$ cat src/rtl/spi_master_pkg.sv
// Shared types and constants for the SPI master slice.
package spi_pkg;

  localparam int unsigned SPI_WORD = 32;

  typedef enum logic [1:0] {IDLE, LOW, HIGH, GAP} spi_state_t;

endpackage

$ cat src/rtl/spi_master_if.sv
// Handshake and SPI pin bundle between the SPI master and its user/peer.
interface spi_master_if
  import spi_pkg::*;
#(
  parameter int unsigned WIDTH = SPI_WORD
);

  logic             start;
  logic [WIDTH-1:0] tx_data;
  logic             ready;
  logic [WIDTH-1:0] rx_data;
  logic             rx_valid;
  logic             sck;
  logic             sdo;
  logic             sdi;
  logic             ss_n;

  modport master (
    input  start, tx_data, sdi,
    output ready, rx_data, rx_valid, sck, sdo, ss_n
  );

  modport slave (
    output start, tx_data, sdi,
    input  ready, rx_data, rx_valid, sck, sdo, ss_n
  );

endinterface

$ cat src/rtl/spi_master_clk_div.sv
// Half-period counter: tick marks the last clk cycle of each sck phase.
module spi_clk_div
  import spi_pkg::*;
#(
  parameter int unsigned CLK_DIV = 2
) (
  input  logic clk,
  input  logic reset,
  input  logic en,
  input  logic clr,
  output logic tick
);

  localparam int unsigned CW = $clog2(CLK_DIV + 1);

  logic [CW-1:0] cnt_q, cnt_d;

  assign tick = en && (cnt_q == CW'(CLK_DIV - 1));

  always_comb begin
    cnt_d = cnt_q;
    if (clr || tick) begin
      cnt_d = '0;
    end else if (en) begin
      cnt_d = cnt_q + CW'(1);
    end
  end

  always_ff @(posedge clk or negedge reset) begin
    if (!reset) begin
      cnt_q <= '0;
    end else begin
      cnt_q <= cnt_d;
    end
  end

endmodule

$ cat src/rtl/spi_master.sv
// SPI mode-0 master: one WIDTH-bit word per frame, MSB first, sdi sampled at sck fall.
module spi_master
  import spi_pkg::*;
#(
  parameter int unsigned WIDTH    = SPI_WORD,
  parameter int unsigned CLK_DIV  = 2,
  parameter int unsigned IDLE_GAP = 2
) (
  input logic          clk,
  input logic          reset,
  spi_master_if.master bus
);

  localparam int unsigned BW = (WIDTH > 1) ? $clog2(WIDTH) : 1;
  localparam int unsigned GW = $clog2(IDLE_GAP + 1);

  spi_state_t       state_q, state_d;
  logic             sck_q, sck_d;
  logic             sdo_q, sdo_d;
  logic             ss_n_q, ss_n_d;
  logic             rx_valid_q, rx_valid_d;
  logic [WIDTH-1:0] tx_sr_q, tx_sr_d;
  logic [WIDTH-1:0] rx_sr_q, rx_sr_d;
  logic [WIDTH-1:0] rx_data_q, rx_data_d;
  logic [BW-1:0]    bit_q, bit_d;
  logic [GW-1:0]    gap_q, gap_d;

  logic             half_tick;
  logic             div_en;
  logic             div_clr;
  logic             gap_last;
  logic             last_bit;
  logic             ready_w;
  logic             accept;
  logic [WIDTH-1:0] tx_sh;
  logic [WIDTH-1:0] rx_sh;

  assign div_en  = (state_q == LOW) || (state_q == HIGH);
  assign div_clr = (state_q == IDLE) || (state_q == GAP);

  spi_clk_div #(.CLK_DIV(CLK_DIV)) u_clk_div (
    .clk   (clk),
    .reset (reset),
    .en    (div_en),
    .clr   (div_clr),
    .tick  (half_tick)
  );

  // Ready also covers the final GAP cycle so a held start re-accepts exactly
  // IDLE_GAP cycles after ss_n rises.
  assign gap_last = (state_q == GAP) && (gap_q == GW'(IDLE_GAP - 1));
  assign ready_w  = (state_q == IDLE) || gap_last;
  assign accept   = bus.start && ready_w;
  assign last_bit = (bit_q == BW'(WIDTH - 1));
  assign tx_sh    = tx_sr_q << 1;
  assign rx_sh    = (rx_sr_q << 1) | WIDTH'(bus.sdi);

  always_comb begin
    state_d    = state_q;
    sck_d      = sck_q;
    sdo_d      = sdo_q;
    ss_n_d     = ss_n_q;
    rx_valid_d = 1'b0;
    tx_sr_d    = tx_sr_q;
    rx_sr_d    = rx_sr_q;
    rx_data_d  = rx_data_q;
    bit_d      = bit_q;
    gap_d      = gap_q;

    unique case (state_q)
      IDLE: ;
      LOW: begin
        if (half_tick) begin
          sck_d   = 1'b1;
          state_d = HIGH;
        end
      end
      HIGH: begin
        if (half_tick) begin
          sck_d   = 1'b0;
          rx_sr_d = rx_sh;
          if (last_bit) begin
            rx_data_d  = rx_sh;
            rx_valid_d = 1'b1;
            ss_n_d     = 1'b1;
            sdo_d      = 1'b0;
            gap_d      = '0;
            state_d    = GAP;
          end else begin
            tx_sr_d = tx_sh;
            sdo_d   = tx_sh[WIDTH-1];
            bit_d   = bit_q + BW'(1);
            state_d = LOW;
          end
        end
      end
      GAP: begin
        if (gap_last) begin
          gap_d   = '0;
          state_d = IDLE;
        end else begin
          gap_d = gap_q + GW'(1);
        end
      end
      default: state_d = IDLE;
    endcase

    if (accept) begin
      tx_sr_d = bus.tx_data;
      sdo_d   = bus.tx_data[WIDTH-1];
      ss_n_d  = 1'b0;
      rx_sr_d = '0;
      bit_d   = '0;
      gap_d   = '0;
      state_d = LOW;
    end
  end

  always_ff @(posedge clk or negedge reset) begin
    if (!reset) begin
      state_q    <= IDLE;
      sck_q      <= 1'b0;
      sdo_q      <= 1'b0;
      ss_n_q     <= 1'b1;
      rx_valid_q <= 1'b0;
      tx_sr_q    <= '0;
      rx_sr_q    <= '0;
      rx_data_q  <= '0;
      bit_q      <= '0;
      gap_q      <= '0;
    end else begin
      state_q    <= state_d;
      sck_q      <= sck_d;
      sdo_q      <= sdo_d;
      ss_n_q     <= ss_n_d;
      rx_valid_q <= rx_valid_d;
      tx_sr_q    <= tx_sr_d;
      rx_sr_q    <= rx_sr_d;
      rx_data_q  <= rx_data_d;
      bit_q      <= bit_d;
      gap_q      <= gap_d;
    end
  end

  assign bus.ready    = ready_w;
  assign bus.rx_data  = rx_data_q;
  assign bus.rx_valid = rx_valid_q;
  assign bus.sck      = sck_q;
  assign bus.sdo      = sdo_q;
  assign bus.ss_n     = ss_n_q;

endmodule

$ cat src/flat_wrapper.sv
// flat-port wrapper written by rule: the top's interface ports become plain ports
module spi_master_flat import spi_pkg::*;
#(
  parameter int unsigned WIDTH    = SPI_WORD,
  parameter int unsigned CLK_DIV  = 2,
  parameter int unsigned IDLE_GAP = 2
)
  (clk, reset, bus_start, bus_tx_data, bus_sdi, bus_ready, bus_rx_data, bus_rx_valid, bus_sck, bus_sdo, bus_ss_n);
  spi_master_if #(.WIDTH(WIDTH)) bus_i ();
  input logic clk;
  input logic reset;
  input wire logic [$bits(bus_i.start)-1:0] bus_start;
  input wire logic [$bits(bus_i.tx_data)-1:0] bus_tx_data;
  input wire logic [$bits(bus_i.sdi)-1:0] bus_sdi;
  output wire logic [$bits(bus_i.ready)-1:0] bus_ready;
  output wire logic [$bits(bus_i.rx_data)-1:0] bus_rx_data;
  output wire logic [$bits(bus_i.rx_valid)-1:0] bus_rx_valid;
  output wire logic [$bits(bus_i.sck)-1:0] bus_sck;
  output wire logic [$bits(bus_i.sdo)-1:0] bus_sdo;
  output wire logic [$bits(bus_i.ss_n)-1:0] bus_ss_n;
  assign bus_i.start = bus_start;
  assign bus_i.tx_data = bus_tx_data;
  assign bus_i.sdi = bus_sdi;
  assign bus_ready = bus_i.ready;
  assign bus_rx_data = bus_i.rx_data;
  assign bus_rx_valid = bus_i.rx_valid;
  assign bus_sck = bus_i.sck;
  assign bus_sdo = bus_i.sdo;
  assign bus_ss_n = bus_i.ss_n;
  spi_master #(.WIDTH(WIDTH), .CLK_DIV(CLK_DIV), .IDLE_GAP(IDLE_GAP)) u_core (.clk(clk), .reset(reset), .bus(bus_i));
endmodule
$ cat config.mk
export PLATFORM = sky130hd
export DESIGN_NAME = spi_master_flat
export DESIGN_NICKNAME = d
export VERILOG_FILES = /design/src/rtl/spi_master_pkg.sv /design/src/rtl/spi_master_if.sv /design/src/rtl/spi_master_clk_div.sv /design/src/rtl/spi_master.sv /design/src/flat_wrapper.sv
export SDC_FILE = /design/constraint.sdc
export NUM_CORES = 1
export LEC_CHECK = 0
export CORE_MARGIN = 2
export CORE_UTILIZATION = 54
export DETAILED_ROUTE_END_ITERATION = 10
export PLACE_DENSITY = 0.86
export SYNTH_ARGS = -nofsm -noshare
export SYNTH_HDL_FRONTEND = slang
export SYNTH_SLANG_ARGS = --single-unit
$ cat constraint.sdc
create_clock -name clk -period 2.93 [get_ports clk]
set_input_delay 0.293 -clock clk [delete_from_list [all_inputs] [get_ports clk]]
set_output_delay 0.293 -clock clk [all_outputs]
set_load 0.02 [all_outputs]
* Yosys cells after proc, flatten, opt, wreduce, memory -nomap -nowiden
Index checks and enable logic that the tools add are counted.
** Storage, ports and cells
- Flip-flop bits (word level) :: 109
- Input port bits :: 36
- Output and inout port bits :: 37
- Word-level logic and storage cells :: 88
** Operators by class
- Add/sub/neg operators :: 3
- Eq/ne operators :: 13
- Multiplexer cells :: 38
- Bitwise logic cells :: 1
- Reduce and logical (&&, ||, !) cells :: 22
** Operators by type and width (number)
- $mux 31 :: 7
- $or 32x1->32 :: 1
- $mux 2 :: 11
- $mux 5 :: 4
- $reduce_and 3->1 :: 5
- $mux 1 :: 13
- $reduce_bool 2->1 :: 5
- $eq 2x1->1 const B :: 3
- $ne 2x2->1 const B :: 3
- $ne 3x1->1 const B :: 2
- $ne 3x2->1 const B :: 2
- $pmux 2 s3 :: 1
- $add 5x1->5 const B :: 1
- $eq 5x5->1 const B :: 1
- $add 2x1->2 const B :: 2
- $eq 2x2->1 const B :: 2
- $logic_or 1x1->1 :: 4
- $pmux 2 s2 :: 1
- $reduce_and 4->1 :: 1
- $reduce_bool 4->1 :: 1
- $logic_and 1x1->1 :: 3
- $reduce_bool 3->1 :: 1
- $logic_not 2->1 :: 1
- $pmux 1 s2 :: 1
- $reduce_and 2->1 :: 1

* Depth between registers and ports, before layout
- Word-level depth :: 6
- Depth in mapped cells :: 8
- Mapped depth without buffers :: 6

* Modules after synthesis
From an unflattened synthesis, not the netlist that was laid out.
** Unflattened totals
- Cells, all modules :: 392
- Area total of the unflattened synthesis :: 4895.9 um^2
** Modules (own cells, without submodules)
- spi_master :: times used 1, cells each 382, area an instance 4784.6 um^2, seq. area each 2678.8 um^2
- spi_clk_div :: times used 1, cells each 10, area an instance 111.4 um^2, seq. area each 50.0 um^2

* Least setup slack after synthesis
Ideal clock, no wire load.
- Path kind :: flip-flop to flip-flop
- Start point :: reg u_core.bit_q[0]
- End point :: reg u_core.tx_sr_q[1]
- Setup time :: 125 ps
- Arrival time :: 2027 ps
- Data required time :: 2805 ps
- Path slack :: 778 ps
- Stages on the path, launching flop included :: 9
- Path buffers :: 2
- Clock period less this slack :: 2152 ps
- Path through :: dfrtp_1 > ha_1 > and3_1 > ha_1 > nand4b_2 > buf_6 > buf_6 > mux2_4 > mux2_4
** On the way
- Word-level cells in the longest chain between the ends :: 3
** Ends and longest elaborated chain
- start: declaration :: RTL line spi_master.sv:25 : logic [BW-1:0] bit_q, bit_d;
- start signal: assignment :: RTL line spi_master.sv:140 : bit_q <= bit_d;
- $eq 5x5->1 :: RTL line spi_master.sv:54 : assign last_bit = (bit_q == BW'(WIDTH - 1));
- $ne 2x2->1 (no source line)
- $reduce_and 3->1 (no source line)
- end signal: assignment :: RTL line spi_master.sv:137 : tx_sr_q <= tx_sr_d;
- end: declaration :: RTL line spi_master.sv:22 : logic [WIDTH-1:0] tx_sr_q, tx_sr_d;
No other way between the ends.
A chain may end at the register's enable or synchronous reset.

* Worst setup path after layout
- Start point :: reg u_core.bit_q[0]
- End point :: reg u_core.tx_sr_q[27]
The elaborated chain is that of the path after synthesis.

==> results_dict.tcl <==
set metrics [dict create \
    cts-buffers-inserted 9 \
    grt_pass1_wl_mm 14.8 \
    reg2reg_from "u_core.bit_q[0]" \
    tns_ns 0 \
    drc 0 \
    die_area_um2 9770 \
    synth_flop_cell "dfrtp_1" \
    ys_top_cells_by_area "dfrtp_1 (56%), mux2_2 (15%), mux2_4 (6.2%)" \
    grt_antenna_before_repair 0 \
    fin_util_pct 67.7 \
    syn-num-nets 439 \
    syn_to_final_growth_pct 21.4 \
    fin_skew_ns 0.0131 \
    vdd_drop_max_v 0.000407 \
    max_stage_delay_ns 0.42 \
    portBuffers 72 \
    numPlacedInstances 557 \
    synthCells 394 \
    hp-class "flop to flop" \
    synth-seq-cells 109 \
    finalSetupViolations 0 \
    yosys.cell_count.top_type "dfrtp_1" \
    rows 34 \
    synth.top_cell.area_share_pct 55.6 \
    finalNonFillerCells 574 \
    die_w_um 98.9 \
    drt_iter0_markers 137 \
    drt_pass1_iterations 4 \
    rsz0062_at_grt "false" \
    arrival_ns 2.47 \
    vias 3111 \
    cp.required_ns 3.18 \
    synth_top_family_by_area "multiplexers" \
    fillers 625 \
    synth-edff-count 0 \
    yosys.area_share.simple_pct 8.39 \
    synth_fa_ha_area_share_pct 2.32 \
    synthXorXnorAreaFrac_pct 0.180 \
    setup.worst_path.end "u_core.tx_sr_q[27]" \
    timing.rr.end "u_core.tx_sr_q[27]" \
    relSlewSlack_pct 52.0 \
    async_flop_share_pct 100 \
    diodes 0 \
    synthMuxAreaShare_pct 23.0 \
    cts_buffer_depth 2 \
    dpl.hpwl_mm 5.96 \
    core_um2 8720 \
    p_per_area_nw_per_um2 758 \
    cts_tree "done" \
    fin_ws_ns 0.708 \
    gp_congestion 0.766 \
    ff2ff_setup_slack_ns 0.71 \
    yosysUniqueCellTypes 38 \
    power.total_w 0.00448 \
    synthTopCellsByCount "dfrtp_1 (108), nand2_1 (68), mux2_2 (64), a21oi_1 (35), mux2_4 (20)" \
    drt-wirelength-per-cell_um 15.4 \
    numClockSinks 109 \
    synth_top_cell_by_area "dfrtp_1" \
    crit_slowest_cell "dfrtp_1" \
    grtUsageTotal_pct 18.9 \
    worstSetupEndpointType "flop" \
    drive_gt1_share_pct 24.5 \
    routed_via_density 5.42 \
    clkSlewWorstSetupHoldPaths_ns 0.10 \
    fin_crit_ns 2.22 \
    yosysWarnings 0 \
    grt-ovfl-total 0 \
    crit_start "u_core.bit_q[0]" \
    routed_wl_mm 8.82 \
    worst_pin_slew_ns 0.720 \
    syn_area_um2 4860 \
    io_pins 73 \
    hold_viol 0 \
    start_kind "flop" \
    ant_nets 0 \
    htree_levels 3 \
    r2r.worst_path.cells 7 \
    cap_violations 0 \
    worstPathMaxFanout 38 \
    ys_seq_area_share_pct 56.2 \
    worstSkewPairLatency_ns 0.36 \
    root_buffer "clkbuf_8" \
    status "finished, final reports clean" \
    dp_slack_ns 0.733 \
    path_class "flop to flop" \
    drv_slew 0 \
    post-route-period-util_pct 75.8 \
    initial_utilization_pct 55.7 \
    synth_compound_area_share_pct 6.80 \
    grt_pass1_vias 3139 \
    die_h_um 98.9 \
    p_leak_nw 2.53 \
    fmax_mhz 450 \
    crit_chain "ha_1 -> and3_1 -> ha_1 -> nand4b_2 -> buf_12 -> mux2_4 -> mux2_4" \
    final_nets 506 \
    grt_start_max_net_pins 57 \
    synth_area_per_cell_um2 12.3 \
]
[cell type report]
class / instances / area (um^2) / share of cell area [%]
Timing Repair Buffer: 80 / 806 / 13.7
Clock buffer: 10 / 138 / 2.33
Inverter: 6 / 22.5 / 0.382
Multi-Input combinational cell: 255 / 1980 / 33.5
Tap cell: 108 / 135 / 2.29
Clock inverter: 6 / 92.6 / 1.57
Sequential cell: 109 / 2730 / 46.2
[per-layer routing]
layer / share of wire [%] / GRT usage (%) / wire length (um)
met3: 6.2 / 5.82 / 548
met2: 49 / 30.4 / 4330
met1: 44 / 25.3 / 3880
met4: 0.65 / 4.53 / 57
met5: 0 / 0 / 0
[critical path: cells and delay by family, from the launching register on]
| kind | cells | cell delay (ns) |
|---|---|---|
| fa+ha+maj | 2 | 0.45 |
| buf+inv | 1 | 0.22 |
| flops | 1 | 0.42 |
| mux | 2 | 0.56 |
| simple gates | 2 | 0.44 |
[stage by stage]
stage,hold WS (ns),cell area [um^2]
2_1_floorplan,-0.00259,4860
5_1_grt,0.450,5900
3_5_place_dp,0.400,5660
6_report,0.436,5900
3_3_place_gp,0.381,5660
4_1_cts,0.441,5900
[flip-flops by register name (all words and copies together) (netlist names)]
name,count
u_core.u_clk_div.cnt_q,2
u_core.gap_q,2
u_core.rx_sr_q,31
u_core.bit_q,5
u_core.bus.rx_data,32
u_core.bus.ss_n,1
u_core.bus.sck,1
u_core.bus.sdo,1
u_core.bus.rx_valid,1
u_core.state_q,2
u_core.tx_sr_q,31
[cells by family after synthesis]
kind of cell	after synthesis
DFF	109
and+or+nand+nor	94
muxes	93
AOI/OAI and AO/OA	58
buffers and inverters	30
adders and majority gates	9
xor gates and xnor gates	1
[report_power, final]
group / internal [W] / leakage (nW) / switching (W) / total (W)
combinational: 0.000841 / 1.14 / 0.000654 / 0.00150
sequential: 0.00179 / 1.28 / 0.000168 / 0.00196
clock: 0.000513 / 0.115 / 0.000509 / 0.00102
[how the worst min path moves through the flow]
stage | from | end | slack (ns) | cells past startpoint
after floorplan | reset | u_core.bit_q[0] | -0.003 | 0
after global placement | reset | u_core.bus.rx_data[24] | 0.38 | 1
after detailed placement | reset | u_core.bus.rx_data[24] | 0.40 | 1
after CTS | u_core.u_clk_div.cnt_q[0] | u_core.u_clk_div.cnt_q[0] | 0.44 | 1
after global routing | u_core.u_clk_div.cnt_q[0] | u_core.u_clk_div.cnt_q[0] | 0.45 | 1
final | u_core.u_clk_div.cnt_q[0] | u_core.u_clk_div.cnt_q[0] | 0.44 | 1
[layout by cell type, fill, tap and decap left out, types with 2 or more instances in the layout]
cell	instances
dfrtp_1	108
clkdlybuf4s50_1	71
nand2_1	68
mux2_2	64
a21oi_1	35
mux2_4	20
clkbuf_8	10
ha_1	9
o21ai_0	8
inv_1	6
nor2_1	6
buf_4	6
mux2i_1	5
mux2_1	4
o21ai_1	3
nand3_1	3
or3_1	3
nand2b_1	3
and3_1	2
nor2b_1	2
a21o_1	2
o2bb2ai_1	2
bufinv_16	2
buf_12	2
[repair_timing]
action	in CTS	in global routing
buffers inserted	0	0
hold buffers	1	0
resized for setup	0	0
hold endpoints to repair	44	0
(Power assumes the default switching activity.)
